==> src/rtl/if_fetch_unit.sv <==
// Instruction-fetch stage: samples PC on fetch_start, runs a req/ack read to imem, and holds IR/PC_plus4 until decode takes them.
// Optional macro FETCH_TIMEOUT_EN: bounds the REQ wait; on expiry a NOP_WORD is delivered and fetch_err pulses.
module if_fetch_unit #(
  parameter int          ADDR_W      = 32,
  parameter logic [31:0] NOP_WORD    = 32'h0000_0000,
  parameter int          TIMEOUT_CYC = 16
) (
  input  logic              CLK,
  input  logic              reset,
  input  logic [ADDR_W-1:0] PC,
  input  logic              fetch_start,
  output logic              imem_req,
  output logic [ADDR_W-1:0] imem_addr,
  input  logic              imem_ack,
  input  logic [31:0]       imem_rdata,
  output logic [31:0]       IR,
  output logic [ADDR_W-1:0] PC_plus4,
  output logic              instr_valid,
  input  logic              IR_taken,
  output logic              busy,
  output logic              fetch_err
);

  typedef enum logic [1:0] {
    IDLE = 2'd0,
    REQ  = 2'd1,
    FULL = 2'd2
  } state_t;

  state_t            state;
  logic              pc_aligned;
  logic [ADDR_W-1:0] addr_plus4;

  assign pc_aligned = (PC[1:0] == 2'b00);
  // Wraps naturally at 2^ADDR_W, so a fetch from the last word yields 0.
  assign addr_plus4 = imem_addr + ADDR_W'(4);
  assign busy       = (state != IDLE);

`ifdef FETCH_TIMEOUT_EN
  localparam int              CNT_W = $clog2(TIMEOUT_CYC + 1);
  localparam logic [CNT_W-1:0] LIMIT = CNT_W'(TIMEOUT_CYC - 1);
  logic [CNT_W-1:0] wait_cnt;
`endif

  // NOTE: every register here is state, so the block uses non-blocking
  // assignments only and the asynchronous reset sets each one explicitly.
  always_ff @(posedge CLK or posedge reset) begin
    if (reset) begin
      state       <= IDLE;
      IR          <= NOP_WORD;
      PC_plus4    <= '0;
      imem_req    <= 1'b0;
      imem_addr   <= '0;
      instr_valid <= 1'b0;
      fetch_err   <= 1'b0;
`ifdef FETCH_TIMEOUT_EN
      wait_cnt    <= '0;
`endif
    end else begin
      fetch_err <= 1'b0;
      case (state)
        IDLE: begin
          if (fetch_start) begin
            if (pc_aligned) begin
              imem_addr <= PC;
              imem_req  <= 1'b1;
              state     <= REQ;
`ifdef FETCH_TIMEOUT_EN
              wait_cnt  <= '0;
`endif
            end else begin
              fetch_err <= 1'b1;
            end
          end
        end

        REQ: begin
          if (imem_ack) begin
            IR          <= imem_rdata;
            PC_plus4    <= addr_plus4;
            imem_req    <= 1'b0;
            instr_valid <= 1'b1;
            state       <= FULL;
          end
`ifdef FETCH_TIMEOUT_EN
          else if (wait_cnt == LIMIT) begin
            // Memory never answered: hand decode a NOP rather than stall forever.
            IR          <= NOP_WORD;
            PC_plus4    <= addr_plus4;
            imem_req    <= 1'b0;
            instr_valid <= 1'b1;
            fetch_err   <= 1'b1;
            state       <= FULL;
          end else begin
            wait_cnt <= wait_cnt + 1'b1;
          end
`endif
        end

        FULL: begin
          if (IR_taken) begin
            instr_valid <= 1'b0;
            if (fetch_start && pc_aligned) begin
              imem_addr <= PC;
              imem_req  <= 1'b1;
              state     <= REQ;
`ifdef FETCH_TIMEOUT_EN
              wait_cnt  <= '0;
`endif
            end else begin
              fetch_err <= fetch_start;
              state     <= IDLE;
            end
          end
        end

        default: state <= IDLE;
      endcase
    end
  end

endmodule

==> config.mk <==
export PLATFORM = sky130hd
export DESIGN_NAME = if_fetch_unit
export DESIGN_NICKNAME = d
export VERILOG_FILES = /design/src/rtl/if_fetch_unit.sv
export SDC_FILE = /design/constraint.sdc
export NUM_CORES = 1
export LEC_CHECK = 0
export BUFFER_PORTS_ARGS = -buffer_cell sky130_fd_sc_hd__clkbuf_2
export CORE_UTILIZATION = 50
export CTS_BUF_LIST = sky130_fd_sc_hd__clkbuf_4 sky130_fd_sc_hd__clkbuf_8
export CTS_CLUSTER_SIZE = 30
export DETAILED_ROUTE_END_ITERATION = 8
export PLACE_DENSITY = 0.82
export SLEW_MARGIN = 0
export SYNTH_ARGS = -nofsm -noshare
export SYNTH_HDL_FRONTEND = slang
export SYNTH_SLANG_ARGS = --single-unit
==> constraint.sdc <==
create_clock -name CLK -period 4.6 [get_ports CLK]
set_input_delay 0.92 -clock CLK [delete_from_list [all_inputs] [get_ports CLK]]
set_output_delay 0.92 -clock CLK [all_outputs]
set_load 0.05 [all_outputs]
==> metrics.md, run 1 <==
| Metric | Value |
|---|---|
| Status | finished clean |
| Antenna Diode Count | 0 |
| Relative slew margins | about a third |
| Die W | 94.4 um |
| # setup viols final | 0 |
| Crit path max fanout | 6 |
| Most common cell in the synthesized netlist | dfrtp_1 |
| Pwr/cell area | between 700 and 800 nW/um^2 |
| Total of max-cap violations | 0 |
| Post-DP HPWL | slightly below 7000 um |
| Flop and latch count out of synthesis | 101 |
| Hold-fix buffers, CTS | 0 |
| Port bufs | about 170 |
| DRC | 0 |
| P&R area growth vs syn | 26.3% |
| Global-route usage over all layers | 21.1% |
| Router iterations before antenna repair | 4 |
| Vias in the first global route | 2911 |
| CP Capture Point | busy |
| Antenna violations before repair | 0 |
| Ys flop type | dfrtp_1 |
| Layout cell share with drive strength beyond 1 | between 50% and 60% |
| Via count | roughly 3000 |
| EDFF count, synth | 0 |
| Area leader, netlist | dfrtp_1 |
| Die ar. | 8920 sq um |
| Row count | 33 |
| Clk Latency, worst-skew pair | approximately 0.36 ns |
| Largest net degree at the start of global routing | between 90 and 100 |
| Synthesized instance count | around 340 |
| Skew final | between 0.009 and 0.01 ns |
| Crit path capture type | output port |
| Antenna viol nets, final | 0 |
| Measured slew at the worst slew-check pin | just over 1 ns |
| Fmax | 434 MHz |
| Resized Gates After CTS | 0 |
| Sequential area share after synthesis | around three fifths |
| Endpoints failing hold | 0 |
| Post-route setup TNS | 0 ns |
| Clock root buffer | clkbuf_8 |
| Final WL | 9090 um |
| CP startpoint | state[0] |
| Gpl congestion | ~0.8 |
| RSZ-0062 raised after global routing | false |
| Setup WS pre-CTS | around 1.9 ns |
| Arrival @ worst endpoint | 1.38 ns |
| Clock sinks | just over 100 |
| Crit Path Class | reg2out |
| CTS H-Tree Depth | 3 |
| WP data required | 3.68 ns |
| Peak supply drop | between 300 and 400 uV |
| CTS tree | built |
| Max Root-Sink Buffers | 2 |
| Final non-filler cell total | slightly above 600 |
| Reg2Reg Depth | 3 |
| Avg Synthesized Cell Area | 12.6 sq um |
| Post-Syn Nets | 408 |
| Synthesis Warnings | 0 |
| Cells after DPL | 597 |
| Top post-synthesis cells by area | dfrtp_1 (59%), mux2_2 (16%), xor2_1 (4.5%), nand2_1 (3.7%), o21ai_0 (2.1%) |
| WHS Path Cells | 2 |
| Yosys cell types | 32 |
| Average vias per placed instance | between 5 and 6 |
| Grt total ovfl | 0 |
| IO Pins | approximately 170 |
| Pleak | 2.68 nW |
| Reg2Reg Setup Slack | 2.54 ns |
| Core ar. | approximately 8300 sq um |
| Post-synth top cells | dfrtp_1 (101), mux2_2 (62), nand2_1 (42) |
| 1st-iter DRT viols | 60 |
| Setup slack after layout | approximately 2.3 ns |
| Wire per inst | between 10 and 15 um |
| Slew Viols, Final | 0 |
| Fin crit period | ~2.3 ns |
| Chip height | around 94 um |
| Worst r2r src | state[1] |
| Reg clk slew, reported paths | about 0.090 ns |
| Post-CTS Setup Bufs | 0 |
| CTS Buf Count | 9 |
| Period utilization | 50.1% |
| Async SR Flop Fraction | 100% |
| Startpoint Class | flop |
| Crit Reg-Reg Endpoint | IR[7] |
| Nets | roughly 570 |
| Initial Util | between 50% and 60% |
| Cell Area, Synth | between 4000 and 5000 sq um |
| Global-route wire length before repair | 14200 um |
| Hold Path Class | reg2reg |
| Share of the synthesized area in the top cell type | between 50% and 60% |
| Worst hold margin | roughly 0.49 ns |
registers in the layout, summed over array words and instances, names as in the netlist:
name         cells
IR              32
PC_plus4        32
imem_addr       32
state            2
fetch_err        1
imem_req         1
instr_valid      1
worst min-delay path by stage:
stage	startpoint	to	slack, ns
after floorplan	imem_addr[0]	imem_addr[0]	0.47
after global placement	PC_plus4[4]	PC_plus4[4]	0.46
after detailed placement	PC_plus4[18]	PC_plus4[18]	0.47
after CTS	PC_plus4[18]	PC_plus4[18]	0.50
after global routing	PC_plus4[16]	PC_plus4[16]	0.51
final	PC_plus4[2]	PC_plus4[2]	0.49
stage by stage:
step,power [mW],area [sq um],utilization [%]
after CTS,3.94,5400,65.3
after global placement,3.29,5180,62.7
final,3.92,5400,65.3
after global routing,4.11,5400,65.3
after detailed placement,3.34,5180,62.7
after floorplan,2.86,4270,-
area by class of cell:
cell class	instances	area, sq um
Sequential cell	101	2530
Timing Repair Buffer	170	856
Clock inverter	4	72.6
Multi-Input combinational cell	218	1650
Fill cell	685	2860
Tap cell	105	131
Inverter	3	13.8
Clock buffer	11	145
kinds of logic (layout without fill, tap and decap cells):
kind of cell | count (synthesis) | count (layout) | synth area share (%)
AO/OA/AOI/OAI | 33 | 33 | 3.87
XOR/XNOR | 28 | 28 | 5.74
adder cells (fa/ha/maj) | 1 | 1 | 0.293
buffers and inverters | 19 | 188 | 2.52
flip-flops | 101 | 101 | 59.2
multiplexers | 65 | 65 | 17.1
AND/OR/NAND/NOR | 91 | 91 | 11.3
where the power goes:
group / internal (mW) / switching, mW
clock network: 0.324 / 0.286
registers: 1.19 / 0.244
logic: 0.448 / 1.42
metal layers:
| layer | vias to the layer above | GRT usage [%] | part of all wire [%] |
|---|---|---|---|
| met4 | 0 | 7.31 | 1.3 |
| met3 | 12 | 5.39 | 7.0 |
| met5 | - | 0 | 0 |
| met1 | 1475 | 26.5 | 43 |
| li1 | 1488 | - | - |
| met2 | 114 | 35.3 | 49 |
critical path: stages, from the launching register on:
cell and delay (ns):
dfrtp_1 0.46, or2_2 0.32, clkbuf_2 0.24
placed cells by master (no fill, tap or decap), types with 2 or more instances in the layout:
cell       netlist  final
o21ai_0         18     18
and3_1           7      7
mux2_1           3      3
dfrtp_1        101    101
inv_1            3      2
mux2_2          62     62
clkbuf_8         0     10
nand4_1          8      8
xor2_1          22     22
bufinv_16        0      2
xnor2_1          6      6
and2_1           2      2
clkbuf_2         0    168
nand3_2          2      2
nand3_1         12     11
a21oi_1          2      2
nand2_1         42     42
o21ai_1         13     13
buf_4            2      2
nor2_1           7      7
Note: power is estimated with default switching activity, not from simulation.
==> run 2, diff against run 1 <==
Settings changed: ABC_AREA set to 1, CORE_UTILIZATION 50 to 51.
Clock period 4.6 ns to 2.25 ns, I/O delays scaled along.
==> metrics.md, run 2 <==
| Metric | Value |
|---|---|
| Post-Syn Nets | 643 |
| 1st-iter DRT viols | 171 |
| DP Area | roughly 5500 sq um |
| Synthesized instance count | around 570 |
| IO Pins | 169 |
| Global-route wire length before repair | approximately 19000 um |
| Post-DP HPWL | a little over 8000 um |
| Setup WS pre-CTS | about 0.56 ns |
| P&R area growth vs syn | 25.3% |
| Critical path's slowest cell | dfrtp_1 |
| Fmax | between 500 and 600 MHz |
| Most common cell after layout, fill and taps aside | nand2_1 |
| CTS Buf Count | 9 |
| Endpoints failing hold | 0 |
| Post-synth top cells | nand2_1 (289), dfrtp_1 (101), nor2_1 (35) |
| Slew Viols, Final | 0 |
| Average vias per placed instance | 4.88 |
| Pwr/cell area | 1340 nW/um^2 |
| Antenna Diode Count | 0 |
| CTS tree | built |
| Avg Synthesized Cell Area | 7.98 sq um |
| CP top delay family | buffers and inverters |
| Ys flop type | dfrtp_1 |
| Internal | around 3.7 mW |
| Final WL | 10900 um |
| Global-route usage over all layers | 24.7% |
| Core ar. | a little under 9000 sq um |
| Skew final | approximately 0.011 ns |
| Startpoint Class | flop |
| Gpl congestion | 0.845 |
| Setup slack after layout | between 0.5 and 0.6 ns |
| Pleak | around 3.1 nW |
| WP data required | ~1.8 ns |
| Most frequent cells in the layout | nand2_1 (288), clkbuf_2 (168), dfrtp_1 (101), nor2_1 (35), nand3_1 (34) |
| Cell Area, Synth | 4570 sq um |
| Top post-synthesis cells by area | dfrtp_1 (55%), nand2_1 (24%), nand3_1 (3.7%), o21ai_0 (3.2%), nor2_1 (2.9%) |
| Arrival @ worst endpoint | 1.23 ns |
| Top Registers | IR: 32 flops, PC_plus4: 32 flops, imem_addr: 32 flops |
| Total of max-cap violations | 0 |
| Port bufs | 168 |
| Resized Gates After CTS | 0 |
| CTS H-Tree Depth | 3 |
| Synthesis Warnings | 0 |
| Fin crit period | around 1.7 ns |
| Chip height | between 90 and 100 um |
| Die W | slightly below 100 um |
| Row count | 34 |
| Yosys cell types | 25 |
| Buffer and inverter count on the worst path | 2 |
| Clock root buffer | clkbuf_8 |
| Synth Area in Simple Gates | between 30% and 40% |
| # setup viols final | 0 |
| Post-Synth Adder-Cell Area | less than 1% |
| Sequential area share after synthesis | 55.3% |
| Wire per inst | 12.9 um |
| Measured slew at the worst slew-check pin | approximately 0.51 ns |
| Layout cell share with drive strength beyond 1 | approximately 28% |
| Clk network pwr share | 15.6% |
| Status | finished clean |
| EDFF count, synth | 0 |
| DRC | 0 |
| Post-route setup TNS | 0 ns |
| Worst stage delay on the critical path | just under 0.4 ns |
| Share of the synthesized area in the top cell type | about 55% |
| Area leader, netlist | dfrtp_1 |
| Clock sinks | about 100 |
| Main combinational cell family by area after synthesis | simple AND/OR/NAND/NOR gates |
| Initial Util | a little over half |
| Vias in the first global route | around 4000 |
| Grt total ovfl | 0 |
| Via count | 4147 |
| Mux cell area share after synthesis | 0% |
| Post-CTS Setup Bufs | 0 |
| Reg clk slew, reported paths | about 0.10 ns |
| Relative slew margins | ~66% |
| Crit path max fanout | 5 |
| Period utilization | ~75% |
| Synth Area in Compound Gates | under 10% |
| Sequential share of power | between 30% and 40% |
| Router iterations before antenna repair | 4 |
| XOR/XNOR Fraction of Synth Area | 1.34% |
| Crit Path Class | reg2out |
| Comb pwr share | a little under half |
| Flop and latch count out of synthesis | between 100 and 150 |
| Die ar. | approximately 9300 sq um |
| Antenna viol nets, final | 0 |
| RSZ-0062 raised after global routing | false |
| Largest net degree at the start of global routing | between 100 and 150 |
| Hold Path Class | in2async |
| P_sw | 3.93 mW |
| Antenna violations before repair | 0 |
| Peak supply drop | 772 uV |
| Net Sw Frac | 51.4% |
| Max Root-Sink Buffers | 2 |
| Hold-fix buffers, CTS | 0 |
| Crit path capture type | output port |
| Nets | 807 |
| Final instance area | ~5700 sq um |
| Cell chain of the critical path | inv_1 > nand2_1 > clkbuf_2 |
| Most common cell in the synthesized netlist | nand2_1 |
| Clk Latency, worst-skew pair | roughly 0.36 ns |
| Async SR Flop Fraction | 100% |
| Worst hold margin | ~0.23 ns |
-- run 2: changes by cell type in the layout (fill, tap and decap cells not counted), moves of 17 or more --
cell / previous run / this run
inv_1: 2 / 28
mux2_2: 62 / 0
nand2_1: 42 / 288
nand3_1: 11 / 34
nor2_1: 7 / 35
xor2_1: 22 / 5
-- run 2: routing by layer --
metal	routed length, um	up-vias	global-route usage (%)	part of all wire, %
met5	0	-	0	0
met4	141	0	6.43	1.3
met3	730	14	4.99	6.7
met2	5100	167	39.4	47
met1	4980	1880	34.8	45
li1	-	2086	-	-
-- run 2: area by class of cell --
class                      instances  area, sq um
clock buffer                      11          151
fill                             754         2950
multi-input combinational        419         1810
inverter                          32          124
clock inverter                     5         58.8
timing repair buffer             174          923
sequential                       101         2530
tap                              108          135
-- run 2: final timing paths --
| check | start | end | slack, ns | cells after the start |
|---|---|---|---|---|
| max reg2reg | state[0] | PC_plus4[5] | 0.57 | 5 |
| min | reset | IR[25] | 0.23 | 3 |
| min in group CLK | PC[4] | imem_addr[4] | 0.28 | 3 |
| max in group asynchronous | reset | imem_addr[17] | 1.65 | 3 |
| max | state[0] | busy | 0.57 | 3 |
| min reg2reg | PC_plus4[31] | PC_plus4[31] | 0.49 | 2 |
-- run 2: worst reg2reg max path: cells and delay by family, from the launching register on --
kind | cells | cell delay, ns
AOI/OAI and AO/OA | 1 | 0.19
and+or+nand+nor | 2 | 0.33
buffers and inverters | 2 | 0.62
DFF | 1 | 0.39
-- run 2: cells by family (layout without fill, tap and decap cells) --
kind of cell / count (synthesis) / count (layout)
AND/OR/NAND/NOR: 376 / 376
flip-flops: 101 / 101
buffers and inverters: 53 / 222
AO/OA/AOI/OAI: 35 / 35
XOR/XNOR: 7 / 7
adder cells (fa/ha/maj): 1 / 1
-- run 2: per-stage QoR --
stage,total power [mW],util [%],instances
3_5_place_dp,6.50,63.6,834
2_1_floorplan,5.55,-,573
3_3_place_gp,6.44,63.6,834
5_1_grt,8.05,66.0,850
6_report,7.65,66.0,850
4_1_cts,7.70,66.0,850
-- run 2: power by group through the flow --
stage	Sequential (mW)	Combinational (mW)	Clock [mW]
global route	2.92	3.83	1.31
finish	2.84	3.61	1.19
detailed placement	2.87	3.63	0
CTS	2.84	3.64	1.22
floorplan	4.84	0.708	0
global placement	2.85	3.59	0
==> run 3, diff against run 2 <==
Settings changed: CORE_UTILIZATION 51 to 46, PLACE_DENSITY 0.82 to 0.78.
Clock period 2.25 ns to 1.5 ns, I/O delays scaled along.
==> metrics.md, run 3 (same netlist as run 2, synthesis figures left out) <==
| Metric | Value |
|---|---|
| Largest net degree at the start of global routing | a little over 100 |
| Slew Viols, Final | 0 |
| Reg clk slew, reported paths | roughly 0.10 ns |
| Port bufs | between 150 and 200 |
| CTS H-Tree Depth | 3 |
| Met1 WL | 5090 um |
| Endpoints failing hold | 0 |
| Nets | 818 |
| CP Capture Point | imem_addr[7] |
| Tot Pwr | 11.6 mW |
| Final WL | 11800 um |
| Wire per inst | about 13 um |
| RSZ-0062 raised after global routing | true |
| Skew final | approximately 0.014 ns |
| Uppermost layer routed | met4 |
| IO Pins | around 170 |
| Relative slew margins | between 60% and 70% |
| Layout cell share with drive strength beyond 1 | between 30% and 40% |
| Via count | approximately 4300 |
| Global-route usage over all layers | a little under a quarter |
| 1st-iter DRT viols | 190 |
| Measured slew at the worst slew-check pin | between 0.5 and 0.6 ns |
| Antenna Diode Count | 0 |
| Total of max-cap violations | 0 |
| Vias in the first global route | between 3000 and 4000 |
| Grt total ovfl | 0 |
| Worst r2r src | imem_addr[3] |
| P&R area growth vs syn | 29.8% |
| Crit Reg-Reg Endpoint | PC_plus4[28] |
| Die ar. | approximately 10000 sq um |
| Setup slack after layout | around 0.037 ns |
| Routed met3 length | around 770 um |
| Global-route wire length before repair | 18500 um |
| Router iterations before antenna repair | 5 |
| # setup viols final | 0 |
| Average vias per placed instance | between 4 and 5 |
| Die W | around 100 um |
| Reg2Reg Setup Slack | ~0.1 ns |
| Pwr/cell area | ~2000 nW/um^2 |
| Setup WS pre-CTS | ~0.075 ns |
| CTS tree | built |
| Pleak | about 3.2 nW |
| CTS Buf Count | 9 |
| Period utilization | a little over nine tenths |
| Initial Util | 47.2% |
| Clock sinks | 101 |
| Fill cells | ~850 |
| Peak supply drop | around 1100 uV |
| Hold Path Class | in2async |
| Most common cell after layout, fill and taps aside | nand2_1 |
| WP data required | 1.20 ns |
| Crit path capture type | output port |
| Post-DP HPWL | 8750 um |
| Antenna violations before repair | 0 |
| Antenna viol nets, final | 0 |
| DRC | 0 |
| Status | finished clean |
| Reg2Reg Depth | 9 |
| Chip height | 102 um |
| Startpoint Class | flop |
| CP startpoint | imem_addr[7] |
| Clk Latency, worst-skew pair | 0.37 ns |
| Fin util | 61.2% |
| Top Registers | IR: 32 flops, PC_plus4: 32 flops, imem_addr: 32 flops |
| Arrival @ worst endpoint | ~1.2 ns |
| Max Root-Sink Buffers | 2 |
| Gpl congestion | a little over 0.9 |
| Fmax | a little under 700 MHz |
| Clock root buffer | clkbuf_8 |
| Core ar. | just under 10000 sq um |
| Worst hold margin | between 0.06 and 0.07 ns |
| Crit Path Class | reg2out |
| DR WL met2 | ~5700 um |
| Row count | 36 |
| Most frequent cells in the layout | nand2_1 (284), clkbuf_2 (162), dfrtp_1 (83), nand3_1 (33), nor2_1 (30) |
| Crit path max fanout | 3 |
| Fin crit period | between 1 and 1.5 ns |
run 3: cell types whose count changed in the layout (fill, tap and decap cells not counted), moves of 5 or more:
cell,delta
dfrtp_2,+18
nor2_1,-5
dfrtp_1,-18
clkbuf_2,-6
buf_4,+9
run 3: repair_timing:
action                                  in CTS  in global routing
hold buffers                                 0                  0
gates resized for setup                      3                 14
setup buffers                                0                  4
endpoints found under the setup margin       2                 21
pin swaps                                    0                  4
run 3: critical path, cell delays in order, from the launching register on:
cell	delay, ns
dfrtp_2	0.43
buf_4	0.15
clkbuf_4	0.21
run 3: where the power goes:
group	switching (mW)	total [mW]	internal, mW
combinational	4.36	5.58	1.22
clock	0.951	1.74	0.787
sequential	0.683	4.29	3.61
run 3: worst min path at each step:
stage | cells after the start | endpoint | slack, ns | startpoint
after floorplan | 1 | instr_valid | 0.38 | IR_taken
after global placement | 2 | IR[2] | 0.46 | IR[2]
after detailed placement | 2 | IR[19] | 0.46 | IR[19]
after CTS | 3 | IR[0] | 0.09 | reset
after global routing | 2 | state[0] | 0.12 | imem_ack
final | 3 | IR[2] | 0.06 | reset
run 3: routing by layer:
layer / global-route usage (%) / up-vias
met5: 0 / -
met4: 9.70 / 0
met3: 4.97 / 16
met2: 39.4 / 158
met1: 28.8 / 1997
li1: - / 2113
run 3: stage by stage:
stage,instance area [sq um],setup TNS (ns),std cells
2_1_floorplan,4640,-2.09,573
3_3_place_gp,5680,0,866
3_5_place_dp,5680,0,866
4_1_cts,5880,0,882
5_1_grt,5930,-0.0733,886
6_report,5930,0,886
run 3: cell type report:
| class | count | area [sq um] | share of cell area [%] |
|---|---|---|---|
| inverters | 32 | 124 | 2.09 |
| repair buffers | 185 | 1030 | 17.4 |
| clock inverters | 6 | 63.8 | 1.08 |
| multi-input cells | 419 | 1860 | 31.4 |
| clock buffers | 10 | 131 | 2.22 |
| well taps | 133 | 166 | 2.81 |
| flip-flops and latches | 101 | 2550 | 43.0 |
